[src/rtl/op_seq_pkg.sv]
// rtl/op_seq_pkg.sv - shared mode/state encodings and length selection for op_seq_ctrl and addr_gen
package op_seq_pkg;

  typedef enum logic [1:0] {
    MODE_NTT    = 2'd0,
    MODE_INVNTT = 2'd1,
    MODE_MULT   = 2'd2,
    MODE_ADDSUB = 2'd3
  } mode_e;

  typedef enum logic [1:0] {
    ST_IDLE  = 2'd0,
    ST_RUN   = 2'd1,
    ST_DRAIN = 2'd2,
    ST_DONE  = 2'd3
  } state_e;

  localparam int unsigned DEF_CNT_W      = 8;
  localparam int unsigned DEF_NTT_LEN    = 224;
  localparam int unsigned DEF_MULT_LEN   = 64;
  localparam int unsigned DEF_ADDSUB_LEN = 64;
  localparam int unsigned DEF_PIPE_LAT   = 4;

  // NTT and INVNTT share the same 7x32 butterfly sweep.
  function automatic int unsigned sel_len(input mode_e m, input int unsigned ntt_len,
                                          input int unsigned mult_len, input int unsigned addsub_len);
    case (m)
      MODE_MULT:   return mult_len;
      MODE_ADDSUB: return addsub_len;
      default:     return ntt_len;
    endcase
  endfunction

endpackage

[src/rtl/op_seq_ctrl.sv]
// rtl/op_seq_ctrl.sv - operation sequencer driving the addr_gen step sweep; optional OP_SEQ_PAUSE_EN adds a RUN stall input
module op_seq_ctrl
  import op_seq_pkg::*;
#(
  parameter int unsigned CNT_W      = DEF_CNT_W,
  parameter int unsigned NTT_LEN    = DEF_NTT_LEN,
  parameter int unsigned MULT_LEN   = DEF_MULT_LEN,
  parameter int unsigned ADDSUB_LEN = DEF_ADDSUB_LEN,
  parameter int unsigned PIPE_LAT   = DEF_PIPE_LAT
) (
  input  logic             clk,
  input  logic             rst_n,
  input  logic             start,
  input  logic [1:0]       mode,
`ifdef OP_SEQ_PAUSE_EN
  input  logic             pause,
`endif
  output logic [1:0]       mode_q,
  output logic [CNT_W-1:0] clk_counter,
  output logic             cnt_valid,
  output logic             busy,
  output logic             done
);

  if ((NTT_LEN > (1 << CNT_W)) || (MULT_LEN > (1 << CNT_W)) || (ADDSUB_LEN > (1 << CNT_W))) begin : g_bad_len
    $error("op_seq_ctrl: a sweep length exceeds 2**CNT_W");
  end
  if (PIPE_LAT > 15) begin : g_bad_lat
    $error("op_seq_ctrl: PIPE_LAT must be 0..15");
  end

  localparam logic [3:0] DRAIN_LAST = (PIPE_LAT == 0) ? 4'd0 : 4'(PIPE_LAT - 1);

  state_e           state, next_state;
  logic [3:0]       drain_cnt, drain_d;
  logic [CNT_W-1:0] last_idx, cnt_d;
  logic [1:0]       mode_d;
  logic             valid_d, busy_d, done_d;
  logic             accept, stall, last_step;

`ifdef OP_SEQ_PAUSE_EN
  assign stall = pause;
`else
  assign stall = 1'b0;
`endif

  assign last_idx  = CNT_W'(sel_len(mode_e'(mode_q), NTT_LEN, MULT_LEN, ADDSUB_LEN) - 1);
  assign accept    = start && ((state == ST_IDLE) || (state == ST_DONE));
  assign last_step = (state == ST_RUN) && !stall && (clk_counter == last_idx);

  // State and all outputs are registered together so addr_gen sees glitch-free values.
  always_ff @(posedge clk or negedge rst_n) begin
    if (!rst_n) begin
      state       <= ST_IDLE;
      drain_cnt   <= 4'd0;
      mode_q      <= 2'd0;
      clk_counter <= '0;
      cnt_valid   <= 1'b0;
      busy        <= 1'b0;
      done        <= 1'b0;
    end else begin
      state       <= next_state;
      drain_cnt   <= drain_d;
      mode_q      <= mode_d;
      clk_counter <= cnt_d;
      cnt_valid   <= valid_d;
      busy        <= busy_d;
      done        <= done_d;
    end
  end

  always_comb begin
    next_state = state;
    case (state)
      ST_IDLE:  if (accept) next_state = ST_RUN;
      ST_RUN:   if (last_step) next_state = (PIPE_LAT > 0) ? ST_DRAIN : ST_DONE;
      ST_DRAIN: if (drain_cnt == DRAIN_LAST) next_state = ST_DONE;
      ST_DONE:  next_state = accept ? ST_RUN : ST_IDLE;
      default:  next_state = ST_IDLE;
    endcase
  end

  // A paused RUN cycle holds the step index but withdraws cnt_valid.
  always_comb begin
    mode_d  = accept ? mode : mode_q;
    cnt_d   = '0;
    drain_d = 4'd0;
    if (state == ST_RUN && !last_step) begin
      cnt_d = stall ? clk_counter : clk_counter + CNT_W'(1);
    end
    if (state == ST_DRAIN) begin
      drain_d = drain_cnt + 4'd1;
    end
    valid_d = (next_state == ST_RUN) && !((state == ST_RUN) && stall);
    busy_d  = (next_state == ST_RUN) || (next_state == ST_DRAIN);
    done_d  = (next_state == ST_DONE);
  end

endmodule

[config.mk]
export PLATFORM = sky130hd
export DESIGN_NAME = op_seq_ctrl
export DESIGN_NICKNAME = d
export VERILOG_FILES = /design/src/rtl/op_seq_pkg.sv /design/src/rtl/op_seq_ctrl.sv
export SDC_FILE = /design/constraint.sdc
export NUM_CORES = 1
export LEC_CHECK = 0
export CAP_MARGIN = 25
export CORE_MARGIN = 4
export CORE_UTILIZATION = 51
export CTS_BUF_LIST = sky130_fd_sc_hd__clkbuf_4 sky130_fd_sc_hd__clkbuf_8
export CTS_CLUSTER_SIZE = 20
export DETAILED_ROUTE_END_ITERATION = 10
export MAX_ROUTING_LAYER = met4
export PLACE_DENSITY_LB_ADDON = 0.08
export SLEW_MARGIN = 20
export SYNTH_ARGS = -nofsm -noshare
export SYNTH_HDL_FRONTEND = slang
export SYNTH_SLANG_ARGS = --single-unit
[constraint.sdc]
create_clock -name clk -period 2.49 [get_ports clk]
set_clock_uncertainty 0.15 [all_clocks]
set_input_delay 0.498 -clock clk [delete_from_list [all_inputs] [get_ports clk]]
set_output_delay 0.498 -clock clk [all_outputs]
set_load 0.02 [all_outputs]
==> results.txt, run 1 <==
----------------------------------------------------
[Timing]
  Hold Vio Cnt, Final ... 0
  Number of failing setup endpoints in the final timing report ... 0
  Final worst-path cycle share ... 84.17%
  Total count of max-transition violations in the final report ... 0
  Measured slew at the worst slew-check pin ... 0.4758 ns
  RSZ-0062 raised after global routing ... no
  Clock period minus final worst setup slack ... 2.096 ns
  Fin Setup TNS ... 0 ns
  Tightest slew margin relative to the limit ... 67.78%
  Highest achievable clock rate ... 477.2 MHz

[Cells and area]
  Layout cells sized above 1 ... 11.00%
  Number of nets in the finished design ... 114
  Highest-count cells in the layout ignoring fill and taps ... sky130_fd_sc_hd__dfrtp_1 (19), sky130_fd_sc_hd__clkdlybuf4s50_1 (17), sky130_fd_sc_hd__ha_1 (8)
  Number of antenna repair diodes ... 0
  Area added between synthesis and finish ... 25.33%
  Most common cell after layout, fill and taps aside ... sky130_fd_sc_hd__dfrtp_1

[Clock tree]
  CTS H-tree depth ... 1
  Post-cts resize count ... 0
  Clock sinks ... 19
  Clock latency on the worst-skew pair ... 0.30 ns
  # hold bufs at CTS ... 0
  Clock input transition at the sequential cells of the worst setup and hold paths ... 0.11 ns
  CTS tree ... yes
  CTS Buffer Depth ... 2
  TritonCTS buffer count ... 3
  Buffers inserted during post-CTS setup optimization ... 0
  Root buf cell ... sky130_fd_sc_hd__clkbuf_4

[Placed design]
  Weighted congestion at the end of routability-driven global placement ... 0.8541
  Estimated wirelength of the detail-placed design ... 1257 um
  Count of input and output buffers ... 17

[Route]
  Routed len/inst ... 13.54 um
  Sum of routed wire length over all layers ... 1693 um
  Post-detailed-route DRC marker count ... 0
  Routed via count ... 674
  Drt via density ... 5.392
  TritonRoute pass-1 iters ... 4
  Final antenna-violating net count ... 0
  First-iteration detailed-routing DRC count ... 14

[Worst setup path]
  Type of element capturing the critical path ... flip-flop
  Maximum fanout along the worst path ... 8
  Buf/Inv on CP ... 1
  Crit path top cell by count ... sky130_fd_sc_hd__ha_1
  Number of cells on the critical path ... 6
  Cell type group with the largest total delay on the critical path ... compound AO/OA/AOI/OAI gates
  Critical path launch point type ... flip-flop
  Critical path data arrival time ... 2.15 ns
  CP max stage cell ... sky130_fd_sc_hd__dfrtp_1
  Number of cells on the worst reg-to-reg path ... 6
  Ordered list of cells on the worst path ... ha_1 -> nand4_1 -> a21oi_2 -> o311ai_1 -> ha_1 -> inv_1
  Required time at the endpoint of the critical path ... 2.55 ns
  Delay of the slowest cell on the worst path ... 0.42 ns
  Minimum setup slack among reg-to-reg paths ... 0.39 ns
  Start-to-end type of the worst setup path ... reg2reg

[Floorplanning]
  Die boundary width ... 50.78 um
  Core area ... 1727 um2
  # rows ... 15
  Chip Height ... 50.78 um
  Initial cell density of the core ... 54.06%
  Number of top-level pins ... 18
  Overall die area ... 2579 um2

[Power and ir drop]
  Sequential power share ... 63.9%
  Combinational group share of total power ... 4.4%
  Net switching power figure ... 0.0001058 W
  Switching share of power ... 21.72%
  Total design power ... 0.0004872 W
  Internal portion of total power ... 0.0003814 W
  Clk pwr share ... 31.6%
  VDD IR-drop max ... 0.0002816 V
  Static leakage ... 0.5026 nW
  Power per unit of standard cell area ... 416.4 nW/um2

[GRT]
  Via count of the first global-routing pass ... 699
  First-pass GRT wire length ... 2973 um
  Leftover overflow at the end of global routing ... 0
  Total global routing track utilization ... 16.44%
  Number of antenna violations at the first check in global routing ... 0
  Maximum number of pins on one net before global-route repair ... 20

[Synthesis]
  Synth Cell Area ... 933.4 um2
  Sequential element share of the synthesized area ... 50.94%
  Fraction of synthesis flops using an asynchronous set or reset pin ... 100.0%
  Number of nets produced by synthesis ... 91
  Top flip-flop cell by instance count after synthesis ... sky130_fd_sc_hd__dfrtp_1
  Synthesized area divided by synthesized cell count ... 11.97 um2
  YS warnings ... 0
  Number of flops mapped to enable cells by yosys ... 0
  Seq cells post-synth ... 19
  Syn Inst Count ... 78
  Distinct cells, synth ... 31

[Run]
  Number of maximum-capacitance constraint violations ... 0

[Worst hold path]
  Cell count of the worst hold path ... 1
  Class of the tightest hold or removal check ... reg2reg

[Outcome]
  Run status ... finished clean

----------------------------------------------------
## synthesized netlist by cell type (2+ instances only)
library cell / n / share of area, %
sky130_fd_sc_hd__dfrtp_1: 19 / 51
sky130_fd_sc_hd__mux2_2: 2 / 2.4
sky130_fd_sc_hd__xor2_1: 3 / 2.8
sky130_fd_sc_hd__nor3_1: 2 / 1.1
sky130_fd_sc_hd__nand3_1: 4 / 2.1
sky130_fd_sc_hd__nand4bb_1: 2 / 2.4
sky130_fd_sc_hd__o311ai_1: 2 / 1.9
sky130_fd_sc_hd__or3_1: 2 / 1.3
sky130_fd_sc_hd__o21ai_0: 3 / 1.6
sky130_fd_sc_hd__nor2_1: 2 / 0.80
sky130_fd_sc_hd__xnor2_1: 2 / 1.9
sky130_fd_sc_hd__and2_1: 3 / 2.0
sky130_fd_sc_hd__nor2b_1: 3 / 2.0
sky130_fd_sc_hd__inv_1: 5 / 2.0
sky130_fd_sc_hd__ha_1: 8 / 11
## stage by stage
step	util (%)	cell area [um2]	hold WS, ns	std cells	setup WS (ns)
2_1_floorplan	-	933.4	0.05241	78	0.5488
3_3_place_gp	66.16	1142	0.3004	121	0.4608
3_5_place_dp	66.16	1142	0.3182	121	0.3777
4_1_cts	67.75	1170	0.3338	125	0.3806
5_1_grt	67.75	1170	0.3521	125	0.2324
6_report	67.75	1170	0.3273	125	0.3942
## layout make-up
type | instances | area (um2)
inverter | 5 | 18.77
clock inverter | 1 | 5.005
multi-input combinational | 54 | 439.2
clock buffer | 3 | 22.52
timing repair buffer | 18 | 177.7
tap | 25 | 31.28
fill | 145 | 556.8
sequential | 19 | 475.5
## routing by layer
layer	track usage (%)	wire length [um]	up-vias
li1	-	-	327
met1	18.83	773	327
met2	25.00	800	16
met3	2.967	67	4
met4	13.45	51	0
met5	-	0	-
## logic make-up (layout without fill, tap and decap cells)
group,count (synthesis),in the layout,share of synthesized area [%]
AND/OR/NAND/NOR,24,24,16.49
multiplexers,2,2,2.413
flip-flops,19,19,50.94
buffers and inverters,5,27,2.011
XOR/XNOR,5,5,4.693
adder cells (fa/ha/maj),8,8,10.72
AO/OA/AOI/OAI,15,15,12.74
## sequential cells by signal, indices dropped and copies added (netlist names)
name / cells
drain_cnt: 4
state: 2
cnt_valid: 1
mode_q: 2
clk_counter: 8
done: 1
busy: 1
## power by group through the flow
| stage | clock (W) | combinational (W) | sequential [W] |
|---|---|---|---|
| after floorplan | 0 | 0.00000308 | 0.000320 |
| after global placement | 0 | 0.0000220 | 0.000318 |
| after detailed placement | 0 | 0.0000221 | 0.000318 |
| after CTS | 0.000162 | 0.0000221 | 0.000312 |
| after global routing | 0.000177 | 0.0000237 | 0.000312 |
| final | 0.000154 | 0.0000215 | 0.000311 |
## worst paths after layout
kind                                                from                  endpoint
worst min register to register    drain_cnt[0]$_DFF_PN0_    drain_cnt[0]$_DFF_PN0_
max in group asynchronous                          rst_n  clk_counter[5]$_DFF_PN0_
worst min-delay path              drain_cnt[0]$_DFF_PN0_    drain_cnt[0]$_DFF_PN0_
worst max-delay path            clk_counter[0]$_DFF_PN0_            busy$_DFF_PN0_
worst max register to register  clk_counter[0]$_DFF_PN0_            busy$_DFF_PN0_
min in group asynchronous                          rst_n    drain_cnt[1]$_DFF_PN0_
Power figures use the tool's default switching activity.
==> inputs of run 2 (changes only) <==
- clock period: 2.49 -> 2.1 ns (I/O delays scaled with it)
==> run 2 against run 1 <==
Effect of this change:
- non-clock buffer count grew 1
- routed wire length is 0.53% higher
- hold slack worse by 0.045 ns
- critical path depth down 5
- cell count increased by 0.80%
- core utilization rose by 1.0 points
- first-iteration DRC count shrank 79%
- via count grew 1.2%
==> results.txt, run 2 (same netlist as run 1, synthesis figures left out) <==
----------------------------------------------------
[Power and ir drop]
  Clk pwr share ... 33.2% (+1.6 points)
  Internal portion of total power ... 0.0004681 W (+23%)
  Static leakage ... 0.5100 nW (+1.5%)
  Sequential power share ... 62.5% (-1.4 points)
  VDD IR-drop max ... 0.0004286 V (+52%)
  Combinational group share of total power ... 4.3% (about the same)
  Net switching power figure ... 0.0001230 W (+16%)
  Power per unit of standard cell area ... 497.8 nW/um2 (+20%)
  Total design power ... 0.0005911 W (+21%)
  Switching share of power ... 20.81% (-0.91 points)

[Clock tree]
  CTS H-tree depth ... 1 (unchanged)
  Clock latency on the worst-skew pair ... 0.30 ns (about the same)
  CTS tree ... yes
  Clock sinks ... 19 (unchanged)
  Clock input transition at the sequential cells of the worst setup and hold paths ... 0.11 ns (about the same)
  Root buf cell ... sky130_fd_sc_hd__clkbuf_4
  CTS Buffer Depth ... 2 (unchanged)
  TritonCTS buffer count ... 3 (unchanged)

[GRT]
  First-pass GRT wire length ... 2960 um (-0.44%)
  Total global routing track utilization ... 15.83% (-0.61 points)
  Via count of the first global-routing pass ... 694 (-0.72%)
  Leftover overflow at the end of global routing ... 0 (unchanged)
  Number of antenna violations at the first check in global routing ... 0 (unchanged)
  Maximum number of pins on one net before global-route repair ... 20 (unchanged)

[Cells and area]
  Number of antenna repair diodes ... 0 (unchanged)
  Flip-flop count of the largest register, all copies and words added ... 8 (unchanged)
  Final Instance Area ... 1187 um2 (+1.5%)
  Most common cell after layout, fill and taps aside ... sky130_fd_sc_hd__dfrtp_1
  Highest-count cells in the layout ignoring fill and taps ... sky130_fd_sc_hd__dfrtp_1 (19), sky130_fd_sc_hd__clkdlybuf4s50_1 (17), sky130_fd_sc_hd__ha_1 (8)
  Largest reg by FF count ... clk_counter
  Regs by FF count ... clk_counter x8, drain_cnt x4
  Layout cells sized above 1 ... 12.87% (+1.9 points)
  Area added between synthesis and finish ... 27.21%
  Final design utilization ... 68.77% (+1.0 points)
  Final-layout fill cell count ... 140 (-3.4%)
  Number of nets in the finished design ... 115 (+0.88%)

[Worst setup path]
  Ordered list of cells on the worst path ... clkdlybuf4s50_1
  Cell type group with the largest total delay on the critical path ... buffers and inverters
  Critical path launch point type ... flip-flop
  Type of element capturing the critical path ... primary output
  Critical path data arrival time ... 1.43 ns (-0.72 ns)
  CP max stage cell ... sky130_fd_sc_hd__clkdlybuf4s50_1
  Start-to-end type of the worst setup path ... reg2out
  Maximum fanout along the worst path ... 6 (-2)
  Buf/Inv on CP ... 1 (unchanged)
  Required time at the endpoint of the critical path ... 1.53 ns (-1.02 ns)
  Delay of the slowest cell on the worst path ... 0.65 ns (+0.23 ns)

[Floorplanning]
  # rows ... 15 (unchanged)
  Initial cell density of the core ... 54.06% (unchanged)
  Core area ... 1727 um2 (unchanged)
  Number of top-level pins ... 18 (unchanged)
  Die boundary width ... 50.78 um (unchanged)
  Chip Height ... 50.78 um (unchanged)
  Overall die area ... 2579 um2 (unchanged)

[Timing]
  Highest achievable clock rate ... 500.4 MHz
  Clock period minus final worst setup slack ... 1.998 ns
  Final worst-path cycle share ... 95.15%
  Hold Vio Cnt, Final ... 0 (unchanged)
  Number of failing setup endpoints in the final timing report ... 0 (unchanged)
  Tightest slew margin relative to the limit ... 76.92% (+9.1 points)
  RSZ-0062 raised after global routing ... no
  Fin Setup TNS ... 0 ns (unchanged)
  WHS ... 0.2826 ns (-0.04471 ns)
  Measured slew at the worst slew-check pin ... 0.3456 ns (-0.1303 ns)
  Total count of max-transition violations in the final report ... 0 (unchanged)

[Placed design]
  Estimated wirelength of the detail-placed design ... 1249 um (-0.68%)
  Weighted congestion at the end of routability-driven global placement ... 0.7730 (-9.5%)
  Placed instance area ... 1150 um2 (+0.66%)
  Count of input and output buffers ... 17 (unchanged)

[Run]
  Number of maximum-capacitance constraint violations ... 0 (unchanged)

[Route]
  First-iteration detailed-routing DRC count ... 3 (-11)
  Routed len/inst ... 13.51 um (-0.27%)
  Routed via count ... 682 (+1.2%)
  Final antenna-violating net count ... 0 (unchanged)
  Sum of routed wire length over all layers ... 1702 um (+0.53%)
  Post-detailed-route DRC marker count ... 0 (unchanged)
  Drt via density ... 5.413 (+0.38%)
  TritonRoute pass-1 iters ... 3 (-1)

[Outcome]
  Run status ... finished clean

[Worst hold path]
  Class of the tightest hold or removal check ... in2async

----------------------------------------------------
## run 2: cell types whose count changed in the layout (fill, tap and decap cells not counted), sizes merged
cell / before / now
clkinv: 1 / 0
clkbuf: 3 / 4
buf: 1 / 2
## run 2: repair_timing
action | 4_1_cts | 5_1_grt
resized for setup | 0 | 1
hold buffers | 0 | 0
setup buffers | 0 | 0
endpoints found under the setup margin | 0 | 1
## run 2: path summary, 6_finish.rpt
| check | startpoint | to | slack [ns] | cells past startpoint |
|---|---|---|---|---|
| max | clk_counter[2]$_DFF_PN0_ | clk_counter[2] | 0.10 | 1 |
| min | rst_n | clk_counter[4]$_DFF_PN0_ | 0.28 | 2 |
| max reg2reg | state[0]$_DFF_PN0_ | busy$_DFF_PN0_ | 0.16 | 7 |
| min reg2reg | drain_cnt[0]$_DFF_PN0_ | drain_cnt[0]$_DFF_PN0_ | 0.32 | 1 |
| max in group asynchronous | rst_n | mode_q[0]$_DFFE_PN0P_ | 1.31 | 2 |
| min in group clk | drain_cnt[0]$_DFF_PN0_ | drain_cnt[0]$_DFF_PN0_ | 0.32 | 1 |
## run 2: through the flow
stage / instances / setup WS (ns)
finish: 126 / 0.1018
global route: 126 / 0.009202
CTS: 126 / 0.09000
detailed placement: 122 / 0.07228
global placement: 122 / 0.1460
floorplan: 78 / 0.1588
## run 2: worst register-to-register path, stage by stage (launching register included)
cell	delay (ns)
sky130_fd_sc_hd__dfrtp_1	0.43
sky130_fd_sc_hd__inv_1	0.11
sky130_fd_sc_hd__ha_1	0.29
sky130_fd_sc_hd__nor2b_1	0.25
sky130_fd_sc_hd__o21ai_0	0.18
sky130_fd_sc_hd__o311ai_2	0.14
sky130_fd_sc_hd__ha_1	0.29
sky130_fd_sc_hd__inv_1	0.05
## run 2: power groups by stage
stage	logic [W]	clock network (W)	registers, W
6_report	0.0000254	0.000196	0.000369
5_1_grt	0.0000283	0.000230	0.000370
2_1_floorplan	0.00000365	0	0.000379
3_3_place_gp	0.0000261	0	0.000377
3_5_place_dp	0.0000264	0	0.000376
4_1_cts	0.0000265	0.000206	0.000369
## run 2: final cells by class
type / count / area (um2) / share of cell area [%]
Inverter: 5 / 18.77 / 1.581
Sequential cell: 19 / 475.5 / 40.04
Clock buffer: 4 / 30.03 / 2.529
Timing Repair Buffer: 19 / 185.2 / 15.60
Multi-Input combinational cell: 54 / 446.7 / 37.62
Tap cell: 25 / 31.28 / 2.634
## run 2: per-layer routing
layer | share of wire [%] | track usage [%] | vias up
met5 | 0 | - | -
met1 | 46 | 18.18 | 331
met3 | 4.1 | 3.858 | 4
met2 | 48 | 25.65 | 15
li1 | - | - | 332
met4 | 2.0 | 8.072 | 0
==> inputs of run 3 (changes only) <==
- CORE_ASPECT_RATIO: default -> 0.8
==> run 3 against run 2 <==
Effect of this change:
- clock-buffer cell count shrank 1
- clock power shrank 9%
- largest power group unchanged
- die area grew 0.17%
- design area grew 0.74%
- first-iteration DRC count grew to 5.0 times the previous value
- via count shrank 0.88%
==> results.txt, run 3 (same netlist as run 1, synthesis figures left out) <==
----------------------------------------------------
[Outcome]
  Run status ... finished clean

[Worst setup path]
  Launch point of the worst reg-to-reg path ... state[1]$_DFF_PN0_
  Cell type group with the largest total delay on the critical path ... buffers and inverters
  Type of element capturing the critical path ... primary output
  Maximum fanout along the worst path ... 7 (+1)
  Buf/Inv on CP ... 1 (unchanged)
  Worst setup startpoint ... clk_counter[5]$_DFF_PN0_
  Required time at the endpoint of the critical path ... 1.53 ns (about the same)
  CP max stage cell ... sky130_fd_sc_hd__clkdlybuf4s50_1
  Start-to-end type of the worst setup path ... reg2out
  Ordered list of cells on the worst path ... clkdlybuf4s50_1
  Critical path data arrival time ... 1.41 ns (-0.02 ns)
  Critical path launch point type ... flip-flop
  Delay of the slowest cell on the worst path ... 0.64 ns (about the same)

[GRT]
  Total global routing track utilization ... 16.76% (+0.94 points)
  Maximum number of pins on one net before global-route repair ... 20 (unchanged)
  Via count of the first global-routing pass ... 659 (-5.0%)
  Leftover overflow at the end of global routing ... 0 (unchanged)
  Number of antenna violations at the first check in global routing ... 0 (unchanged)
  First-pass GRT wire length ... 3118 um (+5.3%)

[Power and ir drop]
  Combinational group share of total power ... 4.5% (+0.2 points)
  Power per unit of standard cell area ... 479.5 nW/um2 (-3.7%)
  Switching share of power ... 21.15% (+0.34 points)
  Net switching power figure ... 0.0001213 W (-1.4%)
  Total design power ... 0.0005735 W (-3.0%)
  VDD IR-drop max ... 0.0004074 V (-4.9%)
  Clk pwr share ... 31.1% (-2.1 points)
  Internal portion of total power ... 0.0004522 W (-3.4%)
  Static leakage ... 0.5232 nW (+2.6%)
  Sequential power share ... 64.4% (+1.9 points)

[Timing]
  Tightest slew margin relative to the limit ... 69.29% (-7.6 points)
  Hold Vio Cnt, Final ... 0 (unchanged)
  RSZ-0062 raised after global routing ... no
  Total count of max-transition violations in the final report ... 0 (unchanged)
  Final worst-path cycle share ... 94.10% (-1.1 points)
  Measured slew at the worst slew-check pin ... 0.4535 ns (+0.1079 ns)
  Highest achievable clock rate ... 506.1 MHz (+1.1%)
  Fin Setup TNS ... 0 ns (unchanged)
  Clock period minus final worst setup slack ... 1.976 ns (-0.02215 ns)
  Number of failing setup endpoints in the final timing report ... 0 (unchanged)

[Placed design]
  Weighted congestion at the end of routability-driven global placement ... 0.8176 (+5.8%)
  Estimated wirelength of the detail-placed design ... 1390 um (+11%)
  Count of input and output buffers ... 17 (unchanged)

[Clock tree]
  Root buf cell ... sky130_fd_sc_hd__clkbuf_4
  CTS H-tree depth ... 1 (unchanged)
  Clock latency on the worst-skew pair ... 0.30 ns (about the same)
  Post-cts resize count ... 0 (unchanged)
  CTS Buffer Depth ... 2 (unchanged)
  Clock sinks ... 19 (unchanged)
  Buffers inserted during post-CTS setup optimization ... 0 (unchanged)
  Clock input transition at the sequential cells of the worst setup and hold paths ... 0.10 ns (about the same)
  # hold bufs at CTS ... 0 (unchanged)
  CTS tree ... yes
  TritonCTS buffer count ... 3 (unchanged)

[Floorplanning]
  # rows ... 13 (-2)
  Initial cell density of the core ... 55.71% (+1.7 points)
  Number of top-level pins ... 18 (unchanged)
  Die boundary width ... 55.83 um (+9.9%)
  Chip Height ... 46.27 um (-8.9%)
  Core area ... 1675 um2 (-3.0%)
  Overall die area ... 2583 um2 (+0.17%)

[Run]
  Number of maximum-capacitance constraint violations ... 0 (unchanged)

[Cells and area]
  Area of the multi-input gates ... 439.2 um2 (-1.7%)
  Area used by sequential logic in the layout ... 475.5 um2 (unchanged)
  Most common cell after layout, fill and taps aside ... sky130_fd_sc_hd__dfrtp_1
  Layout cells sized above 1 ... 14.42% (+1.6 points)
  Final-layout fill cell count ... 125 (-11%)
  Area added between synthesis and finish ... 28.15%
  Regs by FF count ... clk_counter x8, drain_cnt x4
  Largest reg by FF count ... clk_counter
  Highest-count cells in the layout ignoring fill and taps ... sky130_fd_sc_hd__dfrtp_1 (19), sky130_fd_sc_hd__clkdlybuf4s50_1 (17), sky130_fd_sc_hd__ha_1 (8)
  Number of antenna repair diodes ... 0 (unchanged)
  Number of nets in the finished design ... 118 (+2.6%)
  Flip-flop count of the largest register, all copies and words added ... 8 (unchanged)

[Route]
  Sum of routed wire length over all layers ... 1769 um (+3.9%)
  Routed via count ... 676 (-0.88%)
  TritonRoute pass-1 iters ... 4 (+1)
  Routed len/inst ... 14.04 um (+3.9%)
  Drt via density ... 5.365 (-0.88%)
  Post-detailed-route DRC marker count ... 0 (unchanged)
  First-iteration detailed-routing DRC count ... 15 (+12)
  Final antenna-violating net count ... 0 (unchanged)

[Worst hold path]
  Class of the tightest hold or removal check ... in2async

----------------------------------------------------
==> run 3: layout make-up <==
class / count / share of cell area (%)
Tap cell: 22 / 2.301
Clock inverter: 1 / 0.4184
Sequential cell: 19 / 39.75
Clock buffer: 3 / 1.883
Timing Repair Buffer: 22 / 17.36
Inverter: 5 / 1.569
Multi-Input combinational cell: 54 / 36.72
==> run 3: stage by stage <==
stage / area [um2] / hold slack (ns) / utilization, % / cells / worst slack (ns)
2_1_floorplan: 933.4 / -0.02559 / - / 78 / 0.1588
4_1_cts: 1196 / 0.3046 / 71.40 / 126 / 0.1064
5_1_grt: 1196 / 0.3153 / 71.40 / 126 / 0.02370
3_3_place_gp: 1169 / 0.3037 / 69.75 / 122 / 0.1575
6_report: 1196 / 0.3000 / 71.40 / 126 / 0.1239
3_5_place_dp: 1169 / 0.3046 / 69.75 / 122 / 0.08942
==> run 3: worst paths after layout <==
| path | end | slack [ns] | cells past startpoint |
|---|---|---|---|
| worst max register to register | busy$_DFF_PN0_ | 0.14 | 7 |
| min in group clk | drain_cnt[0]$_DFF_PN0_ | 0.32 | 1 |
| worst min register to register | drain_cnt[0]$_DFF_PN0_ | 0.32 | 1 |
| worst max-delay path | clk_counter[5] | 0.12 | 1 |
| max in group asynchronous | drain_cnt[1]$_DFF_PN0_ | 1.30 | 2 |
| worst min-delay path | state[1]$_DFF_PN0_ | 0.30 | 2 |
==> run 3: power groups by stage <==
stage          clock network, W   logic [W]  registers, W
4_1_cts                0.000192   0.0000266      0.000370
5_1_grt                0.000207   0.0000287      0.000370
2_1_floorplan                 0  0.00000365      0.000379
6_report               0.000178   0.0000256      0.000370
3_3_place_gp                  0   0.0000259      0.000376
3_5_place_dp                  0   0.0000264      0.000377
==> run 3: metal layers <==
metal | routed length (um) | part of all wire, % | GRT usage [%]
met5 | 0 | 0 | -
met4 | 22 | 1.2 | 5.687
met3 | 111 | 6.3 | 5.602
met1 | 839 | 47 | 21.02
met2 | 795 | 45 | 25.94
==> run 3: worst reg2reg max path, stage by stage (launching register included) <==
cell                       delay, ns
sky130_fd_sc_hd__dfrtp_1        0.46
sky130_fd_sc_hd__inv_1          0.11
sky130_fd_sc_hd__ha_1           0.28
sky130_fd_sc_hd__nor2b_1        0.24
sky130_fd_sc_hd__o21ai_0        0.13
sky130_fd_sc_hd__o311ai_1       0.16
sky130_fd_sc_hd__ha_1           0.32
sky130_fd_sc_hd__inv_1          0.05
==> edit 1: new RTL, config.mk and constraints of run 2 <==
Re-encode `state_e` (4 states) as one-hot, 4 bits wide.
--- a/src/rtl/op_seq_pkg.sv
+++ b/src/rtl/op_seq_pkg.sv
@@ -8,11 +8,11 @@
     MODE_ADDSUB = 2'd3
   } mode_e;
 
-  typedef enum logic [1:0] {
-    ST_IDLE  = 2'd0,
-    ST_RUN   = 2'd1,
-    ST_DRAIN = 2'd2,
-    ST_DONE  = 2'd3
+  typedef enum logic [3:0] {
+    ST_IDLE  = 4'b0001,
+    ST_RUN   = 4'b0010,
+    ST_DRAIN = 4'b0100,
+    ST_DONE  = 4'b1000
   } state_e;
 
   localparam int unsigned DEF_CNT_W      = 8;
Check against the original RTL: no difference found for any inputs over 10 cycles, from zero or initial values and one cycle with rst_n low; not proved beyond that.
==> edit 1 against run 2 <==
Total power grew 3.1%; clock power shrank 3%; die area shrank 0.33%; highest routed layer unchanged; worst setup slack gained 0.0049 ns; maximum frequency grew 0.24%; cell area shrank 2.1%; final cell count is the same; sequential cell count grew 2; wire length grew 4.2%; sequential power grew 9.5%; synthesized area shrank 0.40%.
==> edit 1: results (changes against run 2) <==
- The run finished with clean final reports.
- The number of clock sinks came to 21 (+2).
- The footprint of the flip-flops and latches is 527 sq um (+11%).
- The via count of the first global-routing pass is 712 (+2.6%).
- The global-route wire length before repair came to 3100 microns (+4.7%).
- The capture point of the worst reg-to-reg path is cnt_valid$_DFF_PN0_.
- From synthesis to final layout, the design area changed by 25.0%.
- The combinational group power is 15.7 uW (-38%).
- The number of cells on the worst reg-to-reg path is 4 (-3).
- The fraction of layout instances using a drive strength above 1 is 13.9% (+0.99 points).
- The critical path ends at clk_counter[5].
- The worst setup slack for register-to-register paths came to 0.43 ns (+0.27 ns).
- The proportion of cell area occupied by multi-input gates is 33.4% (-4.2 points).
- In the final layout, the registers with the most flip-flops are clk_counter: 8 flops, drain_cnt: 4 flops, state: 4 flops.
- The maximum fanout encountered on the critical timing path was 7 (+1).
- The number of nets in the final layout came to 109 (-5.2%).
- The pin count of the biggest net entering global routing was 22 (+10%).
- The sum of met2 wire segment lengths after detailed routing is 817 microns (-0.37%).
- The normalized max-slew margin came to 60.4% (-17 points).
- The synthesized netlist cell count was 80 (+2.6%).
- The worst flop-to-flop path startpoint is clk_counter[0]$_DFF_PN0_.
- By count the netlist is led by 20 x dfrtp_1, 9 x nor2_1, 5 x nand3_1.
- The largest vdd supply drop is 0.000444 V (+3.7%).
- The met2 layer usage reported by global route came to 25.2% (-0.43 points).
- The met3 usage in global routing is 4.75% (+0.89 points).
- After synthesis, the cell types taking the most area are dfrtp_1 54%, xor2_1 3.8%, nor2_1 3.6%.
- The detailed placer's ending HPWL is 1260 microns (+0.87%).
- The placed instance area is 1130 sq um (-1.3%).
- The met1 capacity usage during global routing is 20.7% (+2.5 points).
- The synthesized area per cell came to 11.6 sq um (-2.9%).
- The final weighted congestion in routability-driven placement is 0.840 (+8.6%).
- The number of violations reported at the end of detailed-routing iteration 0 is 12 (+9).
- The dominant synthesized flop cell is dfrtp_1.
- The non-clock inverter count in the final layout was 3 (-2).
- The final critical-path required period is 1.99 ns (-0.00486 ns).
- The layout filler cell count is 141 (+0.71%).
- The number of multi-input combinational cells is 55 (+1.9%).
- The overall fraction of global-route tracks in use was 16.5% (+0.66 points).
- The vias after detailed routing is 700 (+2.6%).
- The number of detailed-routing iterations run before antenna repair was 4 (+1).
- The non-clock buffer share of cell area is 15.3% (-0.31 points).
- The launch point of the worst path is clk_counter[5]$_DFF_PN0_.
- The detailed-route wire length on metal 1 was 807 microns (+3.9%).
- The sequential-cell power consumption is 404 uW (+9.5%).
- The post-synth net total came to 87 (-4.4%).
- The amount of wire on met3 after detailed routing is 135 microns (+93%).
- The via count normalized by instance count is 5.56 (+2.6%).
- The total of clock buffers placed in the layout came to 3 (-1).
- The cell leakage power is 0.000478 uW (-6.3%).
- The sequential share of the synthesized area is 56.7% (+5.7 points).
- The routed wire length came to 1770 microns (+4.2%).
- The switching power summed over all nets is 127 uW (+3.1%).
-- edit 1: cell types whose count changed after synthesis, sizes merged, moves of 2 or more --
cell,before,now
inv,5,3
nand3b,0,2
nand3,4,6
and2,3,1
ha,8,2
o311ai,2,0
nor2b,3,0
nor2,2,9
-- edit 1: logic make-up after synthesis --
logic type	after synthesis	share of synthesized area, %
buffers and inverters	4	1.61
xor gates and xnor gates	6	5.65
muxes	2	2.42
AOI/OAI and AO/OA	12	9.56
DFF	21	56.7
and+or+nand+nor	33	21.4
adders and majority gates	2	2.69
-- edit 1: worst min-delay path by stage --
stage,to,slack [ns],cells after the start
2_1_floorplan,busy$_DFF_PN0_,-0.03,0
3_3_place_gp,drain_cnt[0]$_DFF_PN0_,0.30,1
3_5_place_dp,drain_cnt[0]$_DFF_PN0_,0.30,1
4_1_cts,state[3]$_DFF_PN0_,0.30,2
5_1_grt,clk_counter[6]$_DFF_PN0_,0.31,2
6_report,clk_counter[6]$_DFF_PN0_,0.29,2
==> edit 2: new RTL, config.mk and constraints of run 2 <==
Made on the original files. The option `OP_SEQ_PAUSE_EN` is turned on by a define.
--- a/src/rtl/op_seq_ctrl.sv
+++ b/src/rtl/op_seq_ctrl.sv
@@ -1,4 +1,6 @@
 // rtl/op_seq_ctrl.sv - operation sequencer driving the addr_gen step sweep; optional OP_SEQ_PAUSE_EN adds a RUN stall input
+`define OP_SEQ_PAUSE_EN
+
 module op_seq_ctrl
   import op_seq_pkg::*;
 #(
Ports: changed (added pause); port bits go from 18 to 19. The function was not compared with the original's and may differ.
==> edit 2 against run 2 <==
Critical path depth grew 7; sequential cell count is the same; cell area grew 7.3%; synthesized area grew 5.4%; wire length grew 6.6%; non-clock buffer count grew 5; synthesized cell count grew 17%; worst setup slack gained 0.021 ns; critical path type is now reg -> reg; critical endpoint is now busy$_DFF_PN0_; largest cell class is now multi-input combinational cells.
Power is not compared: it rests on default switching activity, and its combinational part moved more than twofold at a synthesized area within 25%.
==> edit 2: results (changes against run 2) <==
- The run finished with clean final reports.
- Yosys attributes the largest share of cell area to dfrtp_1 48%, ha_1 8.9%, and2_1 3.8%.
- The number of placed instances, taps included is 140 (+15%).
- The overall fraction of global-route tracks in use is 16.6% (+0.82 points).
- The routed wire length is 1810 microns (+6.6%).
- The global-route wire length before repair is 3230 microns (+9.1%).
- The normalized max-slew margin is 76.8% (-0.17 points).
- The setup TNS came to 0 ns (unchanged).
- The via count normalized by instance count is 5.28 (-2.5%).
- The amount of wire on met3 after detailed routing was 73 microns (+4.3%).
- The layout filler cell count is 142 (+1.4%).
- The yosys synthesis warning count came to 0 (unchanged).
- The pin count of the biggest net entering global routing is 20 (unchanged).
- The clock tree buffer depth is 2 (unchanged).
- The maximum fanout encountered on the critical timing path was 5 (-1).
- The count of antenna diodes in the layout was 0 (unchanged).
- The CTS buffer count is 3 (unchanged).
- Cell internal power was estimated by the tool at 775 uW.
- The detailed placer's ending HPWL is 1410 microns (+13%).
- The highest cell delay on the worst timing path is 0.45 ns (-0.20 ns).
- The synthesized-area fraction occupied by adder cells was 8.91% (-1.8 points).
- The share of synthesized area spent on multiplexers came to 3.31% (+0.90 points).
- Clock latency on the worst-skew pair, taken at its later pin, is 0.29 ns.
- The number of violations reported at the end of detailed-routing iteration 0 is 13 (+10).
- The sequential share of the synthesized area is 48.3% (-2.6 points).
- The fraction of synthesized cell area in xor and xnor cells is 6.23% (+1.5 points).
- The post-synth net total is 104 (+14%).
- The highest routed metal layer is met4.
- The class of the tightest hold or removal check is in -> async.
- The CTS H-tree depth is 1 (unchanged).
- The detailed-route wire length on metal 1 came to 810 microns (+4.2%).
- The pre-CTS setup slack is 0.0268 ns (-0.0455 ns).
- The placed instance area came to 1240 sq um (+7.8%).
- The number of nets in the final layout came to 133 (+16%).
- Ranked by instance count, the synthesized netlist is headed by 19 x dfrtp_1, 9 x nor2_1, 7 x ha_1.
- The largest vdd supply drop is 0.000633 V.
- The clock slew at the register clock pins of the worst setup and hold paths is 0.10 ns.
- The number of detailed-routing iterations run before antenna repair is 4 (+1).
- The slowest stage of the critical path is the dfrtp_2 cell.
- The sum of met2 wire segment lengths after detailed routing was 917 microns (+12%).
- The post-detailed-route wirelength per cell is 12.6 microns (-6.7%).
- The number of antenna violations at the first check in global routing is 0 (unchanged).
- The synthesized netlist cell count is 91 (+17%).
- The root buffer selected by CTS is clkbuf_4.
- The signal arrival time at the worst endpoint is 2.06 ns (+0.63 ns).
- The via count of the first global-routing pass is 764 (+10%).
- The post-CTS setup buffer count was 0 (unchanged).
- The post-synthesis compound-gate area fraction came to 8.65% (-4.1 points).
- The number of instances resized during post-cts repair is 0 (unchanged).
- The share of synthesized flip-flops with an asynchronous set or reset is 100% (unchanged).
- The final weighted congestion in routability-driven placement came to 0.819 (+6.0%).
- The count of unique library cells instantiated by Yosys is 28 (-9.7%).
- The analysis attributes to cell leakage a power of 0.000593 uW.
- The fraction of layout instances using a drive strength above 1 is 14.3% (+1.4 points).
- The count of input and output buffers is 18 (+1).
- In the final layout, the registers with the most flip-flops are clk_counter: 8 flops, drain_cnt: 4 flops.
edit 2: layout make-up:
type / instances / area, sq um / share of cell area (%)
multi-input cells: 67 / 492 / 38.6
clock buffers: 4 / 30.0 / 2.36
well taps: 25 / 31.3 / 2.46
repair buffers: 24 / 225 / 17.7
flip-flops and latches: 19 / 477 / 37.4
inverters: 5 / 18.8 / 1.47
edit 2: power groups by stage:
stage	Sequential, uW	Combinational (uW)	Clock (uW)
6_report	488	517	190
5_1_grt	502	569	218
4_1_cts	487	520	199
3_5_place_dp	495	518	0
3_3_place_gp	490	508	0
2_1_floorplan	563	217	0
edit 2: critical path: cells and delay by family, from the launching register on:
| kind | cells | cell delay (ns) |
|---|---|---|
| buffers and inverters | 3 | 0.24 |
| adder cells (fa/ha/maj) | 2 | 0.46 |
| flip-flops | 1 | 0.45 |
| AND/OR/NAND/NOR | 1 | 0.15 |
| multiplexers | 1 | 0.09 |
| AO/OA/AOI/OAI | 1 | 0.39 |
edit 2: path summary, 6_finish.rpt:
kind,start,endpoint,slack (ns),cells after the start
max,state[0]$_DFF_PN0_,busy$_DFF_PN0_,0.12,8
max in group asynchronous,rst_n,state[0]$_DFF_PN0_,1.27,2
min reg2reg,drain_cnt[0]$_DFF_PN0_,drain_cnt[0]$_DFF_PN0_,0.32,1
max reg2reg,state[0]$_DFF_PN0_,busy$_DFF_PN0_,0.12,8
min,rst_n,clk_counter[5]$_DFFE_PN0P_,0.31,2
min in group clk,drain_cnt[0]$_DFF_PN0_,drain_cnt[0]$_DFF_PN0_,0.32,1
edit 2: routing by layer:
| metal | GRT usage, % | up-vias |
|---|---|---|
| met5 | - | - |
| met4 | 6.55 | 0 |
| met3 | 2.58 | 2 |
| met2 | 28.5 | 11 |
| met1 | 19.6 | 377 |
| li1 | - | 370 |
